==> config.mk <==
export PLATFORM = sky130hd
export DESIGN_NAME = menu_streamer_flat
export DESIGN_NICKNAME = d
export VERILOG_FILES = /design/src/rtl/menu_pkg.sv /design/src/rtl/menu_streamer_if.sv /design/src/rtl/menu_streamer.sv /design/src/flat_wrapper.sv
export SDC_FILE = /design/constraint.sdc
export NUM_CORES = 1
export LEC_CHECK = 0
export CAP_MARGIN = 20
export CORE_ASPECT_RATIO = 0.9
export CORE_MARGIN = 3
export CORE_UTILIZATION = 51
export DETAILED_ROUTE_END_ITERATION = 10
export DONT_BUFFER_PORTS = 1
export PLACE_DENSITY_LB_ADDON = 0.12
export SYNTH_ARGS = -nofsm -noshare
export SYNTH_HDL_FRONTEND = slang
export SYNTH_SLANG_ARGS = --single-unit
==> constraint.sdc <==
create_clock -name clk -period 2.5 [get_ports clk]
set_input_delay 0.375 -clock clk [delete_from_list [all_inputs] [get_ports clk]]
set_output_delay 0.375 -clock clk [all_outputs]
set_load 0.01 [all_outputs]
==> src/rtl/menu_pkg.sv <==
`default_nettype none
// ============================================================================
//  Module   : menu_pkg
//  Purpose  : Shared widths, FSM state encoding and named menu segments for
//             the menu ROM streamer.
//  Revision : 1.0 - initial release
// ============================================================================
package menu_pkg;

  // ROM address width and segment length width
  localparam int ADDR_W = 10;
  localparam int LEN_W  = 10;

  // Streamer FSM states
  typedef enum logic [2:0] {
    IDLE  = 3'd0,
    FETCH = 3'd1,
    LOAD  = 3'd2,
    SEND  = 3'd3,
    DONE  = 3'd4
  } state_t;

  // Named segments of the menu ROM
  localparam int MENU_BASE  = 0;
  localparam int MENU_LEN   = 122;  // complete menu text
  localparam int TITLE_BASE = 0;
  localparam int TITLE_LEN  = 31;   // first line including CR LF

endpackage
`default_nettype wire

==> src/rtl/menu_streamer_if.sv <==
`default_nettype none
// ============================================================================
//  Module   : menu_streamer_if
//  Purpose  : Byte stream valid/ready handshake between the menu streamer
//             (master) and the UART transmitter (slave).
//  Revision : 1.0 - initial release
// ============================================================================
interface menu_streamer_if;

  logic [7:0] tx_data;
  logic       tx_valid;
  logic       tx_ready;

  modport master (output tx_data, output tx_valid, input tx_ready);
  modport slave  (input tx_data, input tx_valid, output tx_ready);

endinterface
`default_nettype wire

==> src/rtl/menu_streamer.sv <==
`default_nettype none
// ============================================================================
//  Module   : menu_streamer
//  Purpose  : Reads a contiguous segment of the menu ROM and streams it one
//             byte at a time to the UART transmitter. The ROM has a one-cycle
//             registered read, so every byte goes FETCH -> LOAD -> SEND.
//  Revision : 1.0 - initial release
// ============================================================================
module menu_streamer
  import menu_pkg::*;
#(
  parameter int ADDR_W = menu_pkg::ADDR_W,
  parameter int LEN_W  = menu_pkg::LEN_W
) (
  input  logic              clk,
  input  logic              rst_n,
  input  logic              start,
  input  logic              abort,
  input  logic [ADDR_W-1:0] seg_addr,
  input  logic [LEN_W-1:0]  seg_len,
  output logic [ADDR_W-1:0] rom_addr,
  input  logic [7:0]        rom_dout,
  menu_streamer_if.master   tx,
  output logic              busy,
  output logic              done
);

  state_t            r_state, w_state_next;
  logic [ADDR_W-1:0] r_addr,  w_addr_next;
  logic [LEN_W-1:0]  r_count, w_count_next;
  logic [7:0]        r_data,  w_data_next;
  logic              r_valid, w_valid_next;
  logic              r_busy,  w_busy_next;
  logic              r_done,  w_done_next;

  // Register FSM state together with every output so no input reaches an output combinationally
  always_ff @(posedge clk or negedge rst_n) begin
    if (!rst_n) begin
      r_state <= IDLE;
      r_addr  <= '0;
      r_count <= '0;
      r_data  <= '0;
      r_valid <= 1'b0;
      r_busy  <= 1'b0;
      r_done  <= 1'b0;
    end else begin
      r_state <= w_state_next;
      r_addr  <= w_addr_next;
      r_count <= w_count_next;
      r_data  <= w_data_next;
      r_valid <= w_valid_next;
      r_busy  <= w_busy_next;
      r_done  <= w_done_next;
    end
  end

  // Next-state and next-output decode; abort overrides everything outside IDLE
  always_comb begin
    w_state_next = r_state;
    w_addr_next  = r_addr;
    w_count_next = r_count;
    w_data_next  = r_data;
    w_valid_next = r_valid;
    w_busy_next  = r_busy;
    w_done_next  = 1'b0;

    if (abort && (r_state != IDLE)) begin
      // A handshake coinciding with abort is deliberately not accounted for
      w_state_next = IDLE;
      w_valid_next = 1'b0;
      w_busy_next  = 1'b0;
    end else begin
      case (r_state)
        IDLE: begin
          if (start && !abort) begin
            w_addr_next  = seg_addr;
            w_count_next = seg_len;
            w_busy_next  = 1'b1;
            w_state_next = (seg_len == '0) ? DONE : FETCH;
          end
        end
        FETCH: begin
          // ROM samples rom_addr on this edge
          w_state_next = LOAD;
        end
        LOAD: begin
          w_data_next  = rom_dout;
          w_valid_next = 1'b1;
          w_state_next = SEND;
        end
        SEND: begin
          if (tx.tx_ready) begin
            w_valid_next = 1'b0;
            w_addr_next  = r_addr + ADDR_W'(1);  // wraps at the top of the ROM
            w_count_next = r_count - LEN_W'(1);
            w_state_next = (r_count == LEN_W'(1)) ? DONE : FETCH;
          end
        end
        DONE: begin
          w_done_next  = 1'b1;
          w_busy_next  = 1'b0;
          w_state_next = IDLE;
        end
        default: begin
          w_state_next = IDLE;
        end
      endcase
    end
  end

  assign rom_addr    = r_addr;
  assign tx.tx_data  = r_data;
  assign tx.tx_valid = r_valid;
  assign busy        = r_busy;
  assign done        = r_done;

endmodule
`default_nettype wire

==> src/flat_wrapper.sv <==
// flat-port wrapper written by rule: the top's interface ports become plain ports
module menu_streamer_flat import menu_pkg::*;
#(
  parameter int ADDR_W = menu_pkg::ADDR_W,
  parameter int LEN_W  = menu_pkg::LEN_W
)
  (clk, rst_n, start, abort, seg_addr, seg_len, rom_addr, rom_dout, busy, done, tx_tx_data, tx_tx_valid, tx_tx_ready);
  menu_streamer_if tx_i ();
  input  logic clk;
  input  logic rst_n;
  input  logic start;
  input  logic abort;
  input  logic [ADDR_W-1:0] seg_addr;
  input  logic [LEN_W-1:0] seg_len;
  output logic [ADDR_W-1:0] rom_addr;
  input  logic [7:0] rom_dout;
  output logic busy;
  output logic done;
  output wire logic [$bits(tx_i.tx_data)-1:0] tx_tx_data;
  output wire logic [$bits(tx_i.tx_valid)-1:0] tx_tx_valid;
  input wire logic [$bits(tx_i.tx_ready)-1:0] tx_tx_ready;
  assign tx_tx_data = tx_i.tx_data;
  assign tx_tx_valid = tx_i.tx_valid;
  assign tx_i.tx_ready = tx_tx_ready;
  menu_streamer #(.ADDR_W(ADDR_W), .LEN_W(LEN_W)) u_core (.clk(clk), .rst_n(rst_n), .start(start), .abort(abort), .seg_addr(seg_addr), .seg_len(seg_len), .rom_addr(rom_addr), .rom_dout(rom_dout), .tx(tx_i), .busy(busy), .done(done));
endmodule
---- Word level (Yosys, flattened, before mapping) ----
Cells that the tools add are included.
cells by class
  $add $sub $neg .......................... 2
  multipliers ............................. 0
  divide/modulo/power cells ............... 0
  magnitude comparators ................... 0
  equality and inequality tests ........... 9
  shift operators ......................... 0
  mux-type cells .......................... 20
  bitwise logic cells ..................... 1
  reduce and logical (&&, ||, !) cells .... 14
operators by type and width
  kind                                                                      number
  10-bit two-way mux                                                        4
  10-bit one-hot mux with 2 select lines                                    2
  3-bit two-way mux                                                         5
  3-bit one-hot mux with 4 select lines                                     1
  10-bit by 1-bit adder with 10-bit output (second input constant)          1
  10-bit by 1-bit == test with 1-bit output (second input constant)         1
  10-bit zero test                                                          1
  10-bit by 1-bit subtractor with 10-bit output (second input constant)     1
  3-bit nonzero test                                                        3
  2-bit AND reduction                                                       4
  3-bit by 2-bit == test with 1-bit output (second input constant)          2
  1-bit two-way mux                                                         6
  1-bit one-hot mux with 2 select lines                                     2
  4-bit AND reduction                                                       1
  3-bit by 1-bit == test with 1-bit output (second input constant)          1
  3-bit == test (second input constant)                                     1
  3-bit zero test                                                           1
  3-bit by 1-bit inequality test with 1-bit output (second input constant)  1
  3-bit by 2-bit inequality test with 1-bit output (second input constant)  1
  1-bit logical AND                                                         2
  2-bit by 1-bit inequality test with 1-bit output (second input constant)  1
  2-bit inequality test (second input constant)                             1
  2-bit nonzero test                                                        1
  1-bit zero test                                                           1
  1-bit NOT                                                                 1
word-level totals
  bits in registers ....................... 34
  latch bits .............................. 0
  memory bits (writable) .................. 0
  ROM bits ................................ 0
  bits of input ports ..................... 33
  output and inout bits ................... 21
  logic and storage cells ................. 53
  memories ................................ 0

---- Depth between registers and ports, before layout ----
  depth after elaboration ................. 5
  depth in mapped cells ................... 6
  gate-level depth less buffers ........... 6

---- Least setup slack after synthesis ----
OpenSTA, ideal clock, no wires.
  path type ............................... flip-flop to flip-flop
  start ................................... register u_core.r_count[5]
  end ..................................... register u_core.r_state[2]
  setup time .............................. 0.081 ns
  arrival ................................. 1.681 ns
  data required time ...................... 2.419 ns
  setup slack ............................. 0.739 ns
  cell stages (with the launch flop) ...... 5
  buffers on the path ..................... 0
  path through ............................ dfrtp_1 or4_4 or4_4 o22a_1 nor3_2
between the ends
  longest elaborated chain between the ends .. 5
RTL lines
  what                                       line                 source
  start: declaration                         menu_streamer.sv:30  logic [LEN_W-1:0] r_count, w_count_next;
  start signal: assignment                   menu_streamer.sv:49  r_count <= w_count_next;
  10-bit by 1-bit == test with 1-bit output  menu_streamer.sv:96  w_state_next = (r_count == LEN_W'(1)) ? DONE : FETCH;
  3-bit two-way mux                          menu_streamer.sv:96
  3-bit two-way mux                          menu_streamer.sv:92  if (tx.tx_ready) begin
  3-bit one-hot mux with 4 select lines      menu_streamer.sv:73  case (r_state)
  3-bit two-way mux                          menu_streamer.sv:67  if (abort && (r_state != IDLE)) begin
  end signal: assignment                     menu_streamer.sv:47  r_state <= w_state_next;
  end: declaration                           menu_streamer.sv:28  state_t r_state, w_state_next;
Every way passes these cells. The select of a mux whose other input is x is not followed.
A chain may end at the register's enable or synchronous reset.

---- Worst setup path after layout ----
  start ................................... register u_core.r_state[0]
  end ..................................... register u_core.r_addr[0] (netlist: u_core.rom_addr[0])
between the ends
  longest elaborated chain between the ends .. 4
RTL lines
  what                                                         line                 source
  branches (longest 4 deep; another with 4-bit AND reduction)  n/a
  end signal: assignment                                       menu_streamer.sv:48  r_addr <= w_addr_next;
  end: declaration                                             menu_streamer.sv:29  logic [ADDR_W-1:0] r_addr, w_addr_next;
Parallel ways; which one is timed is not known.

==> results.yml <==
critical_path:
  cp_max_fo: 13
  crit_arrival_ns: 2.20
  rr_startpoint: "u_core.r_state[0]$_DFFE_PN0P_"
  r2r-end: "u_core.rom_addr[0]$_DFFE_PN0P_"
  required_ns: 2.73
  criticalPathCategory: "register to register"
  reg2regPathDepth: 4
  reg2reg_slack_ns: 0.54
  endpoint_kind: "register"
  startpoint_type: "register"
outcome:
  status: "complete, no violations"
placed_design:
  place_area_um2: 1886
  hpwl_mm: 2.931
  place_congestion: 0.8183
  io_buffers: 0
floorplan:
  dieArea_um2: 4410
  placementRows: 20
  ios: 54
  die_h_um: 63.30
  die_w_um: 69.67
  start_util_pct: 54.27
  core_area_um2: 3428
sta:
  relSlewSlack_pct: 76.26
  fin_crit_sh_pct: 78.53
  rsz0062_at_grt: "no"
  clock.fmax_ghz: 0.5094
  finalSetupViolCount: 0
  hold_viol_final: 0
  worstMarginPinSlew_ns: 0.3529
  finalMaxSlewViolations: 0
  tns_ns: 0
  finClkSkew_ns: 0.007405
  layout_min_cycle_time_ns: 1.963
logic_synthesis:
  yosysTopAreaCellShare_pct: 45.73
  synthFlopType: "dfrtp_1"
  syn_avg_cell_area_um2: 9.444
  synth_nets: 233
  synth-seq-cells: 34
  ys_seq_area_share_pct: 45.73
  synth.most_common_cell: "dfrtp_1"
  synthArstFlopShare_pct: 100.0
  yosysWarnings: 0
  yosysTopAreaCell: "dfrtp_1"
  syn-cell-area_um2: 1861
  syn_inst: 197
  synthTopCellsByArea: "dfrtp_1 (46%), mux2_2 (4.8%), a21oi_1 (4.6%)"
  ys_top_cells_by_count: "dfrtp_1 (34), a21oi_1 (17), o21ai_0 (17)"
  synth-edff-count: 0
  synth.distinct_cells: 46
cts:
  tritoncts: "built"
  cts_sinks: 34
  insertion_delay_ns: 0.29
  cts-hold-fix-buffers: 2
  cts_made_buffers: 5
  cts_setup_buffers: 0
  ctsHtreeMaxLevel: 2
  cts-resized-gates: 0
  path_clk_slew_ns: 0.07
  clk_path_buf_depth: 2
  cts-root-buf: "clkbuf_8"
global_route:
  top_usage_layer: "met2"
  grt_overflow_total: 0
  grt_antenna_before_repair: 0
  met3_usage_pct: 7.656
  grt_pass1_vias: 1568
  met1_usage_pct: 23.34
  grt_use_total_pct: 20.26
  grt_pass1_wl_mm: 7.245
  use_met2_pct: 35.24
  grt_max_degree: 35
layout:
  drive_gt1_share_pct: 15.23
  syn_to_final_growth_pct: 8.877
  insertedDiodeCount: 0
  fillerInstances: 316
  final_cell_area_um2: 2026
  nets: 232
flow_run:
  maxCapViolCount: 0
power_and_ir_drop:
  leakage_nw: 0.7857
  ir_drop_mv: 0.5446
  p_per_area_nw_per_um2: 867.0
routing:
  routed_wl_mm: 4.188
  via_per_inst: 6.436
  first_pass_iters: 4
  drc_errors: 0
  ant_nets: 0
  drt_first_iter_violations: 93
  vias: 1551
  avgRoutedWirePerCell_um: 17.38
hold_path:
  hold_depth: 1
  hold_path.startpoint: "abort"
  hold_end: "u_core.r_state[2]$_DFFE_PN0P_"
  hold_path_class: "input port to register"
-- routing by layer --
layer,vias up,share of wire [%],wire [um]
met2,39,50,2085
met1,770,43,1803
met5,-,0,0
met4,0,1.1,44
met3,6,6.1,254
li1,736,-,-
-- worst max-delay path: stages (launching register included) --
cell and delay [ns]:
dfrtp_1 0.50, or3b_1 0.46, a211o_1 0.46, or3_1 0.40
nand3_1 0.08
-- power by group --
part / switching, mW / internal (mW)
clock: 0.207 / 0.297
combinational: 0.172 / 0.164
sequential: 0.213 / 0.703
total: 0.592 / 1.16
-- cells in the final DEF, fill, tap and decap left out, types with 2 or more instances in the layout --
cell type	synthesis	final
o22ai_1	2	2
ha_1	3	3
o31ai_1	3	3
mux2_2	8	8
clkbuf_8	0	5
o211ai_1	3	3
nor3_1	4	4
or2_2	2	2
nand3_1	14	14
a21oi_1	17	17
buf_4	1	4
a2bb2oi_1	2	2
dfrtp_1	34	34
nand3b_1	2	2
o22a_1	2	2
inv_1	7	7
and3b_1	2	2
o21ai_0	17	17
nand2_1	13	13
nor4_1	3	3
or4_1	2	2
nor2_1	10	10
a31oi_1	4	4
a22oi_1	4	4
or4_4	2	2
o2bb2ai_1	4	4
-- through the flow --
step           total power, mW  cells  hold WS, ns  util [%]  worst slack (ns)
6_report                 1.756    241       0.1416     59.09            0.5367
5_1_grt                  1.875    241       0.1275     59.09            0.4558
4_1_cts                  1.775    241       0.1310     59.09            0.5398
3_5_place_dp             1.250    231      0.08045     55.00            0.5570
3_3_place_gp             1.227    231      0.08021     55.00            0.6172
2_1_floorplan            1.153    197      0.07941         -            0.7388
-- state kept, by name, summed over array words and instances, names as in the netlist --
signal	flops
u_core.done	1
u_core.busy	1
u_core.r_state	3
u_core.tx.tx_valid	1
u_core.tx.tx_data	8
u_core.r_count	10
u_core.rom_addr	10
-- cell families after synthesis --
family,after synthesis,synth area share [%]
AOI/OAI and AO/OA,66,22.66
buffers and inverters,21,4.843
adders and majority gates,3,2.018
and+or+nand+nor,64,19.37
muxes,9,5.380
DFF,34,45.73
-- how the worst max path moves through the flow --
stage	startpoint	end	slack, ns	cells after the start
after floorplan	u_core.r_count[5]$_DFFE_PN0P_	u_core.r_state[2]$_DFFE_PN0P_	0.74	4
after global placement	u_core.r_state[1]$_DFFE_PN0P_	u_core.rom_addr[0]$_DFFE_PN0P_	0.62	4
after detailed placement	u_core.r_state[1]$_DFFE_PN0P_	u_core.rom_addr[0]$_DFFE_PN0P_	0.56	4
after CTS	u_core.r_state[1]$_DFFE_PN0P_	u_core.rom_addr[0]$_DFFE_PN0P_	0.54	4
after global routing	u_core.r_state[0]$_DFFE_PN0P_	u_core.rom_addr[0]$_DFFE_PN0P_	0.46	4
final	u_core.r_state[0]$_DFFE_PN0P_	u_core.rom_addr[0]$_DFFE_PN0P_	0.54	4
-- final cells by class --
type / count / area, um^2 / area share, %
inverters: 7 / 26.28 / 1.297
well taps: 44 / 55.05 / 2.718
repair buffers: 6 / 60.06 / 2.965
flip-flops and latches: 34 / 850.8 / 42.00
clock buffers: 6 / 72.57 / 3.582
clock inverters: 2 / 37.54 / 1.853
multi-input cells: 142 / 923.4 / 45.58
(Power assumes the default switching activity.)
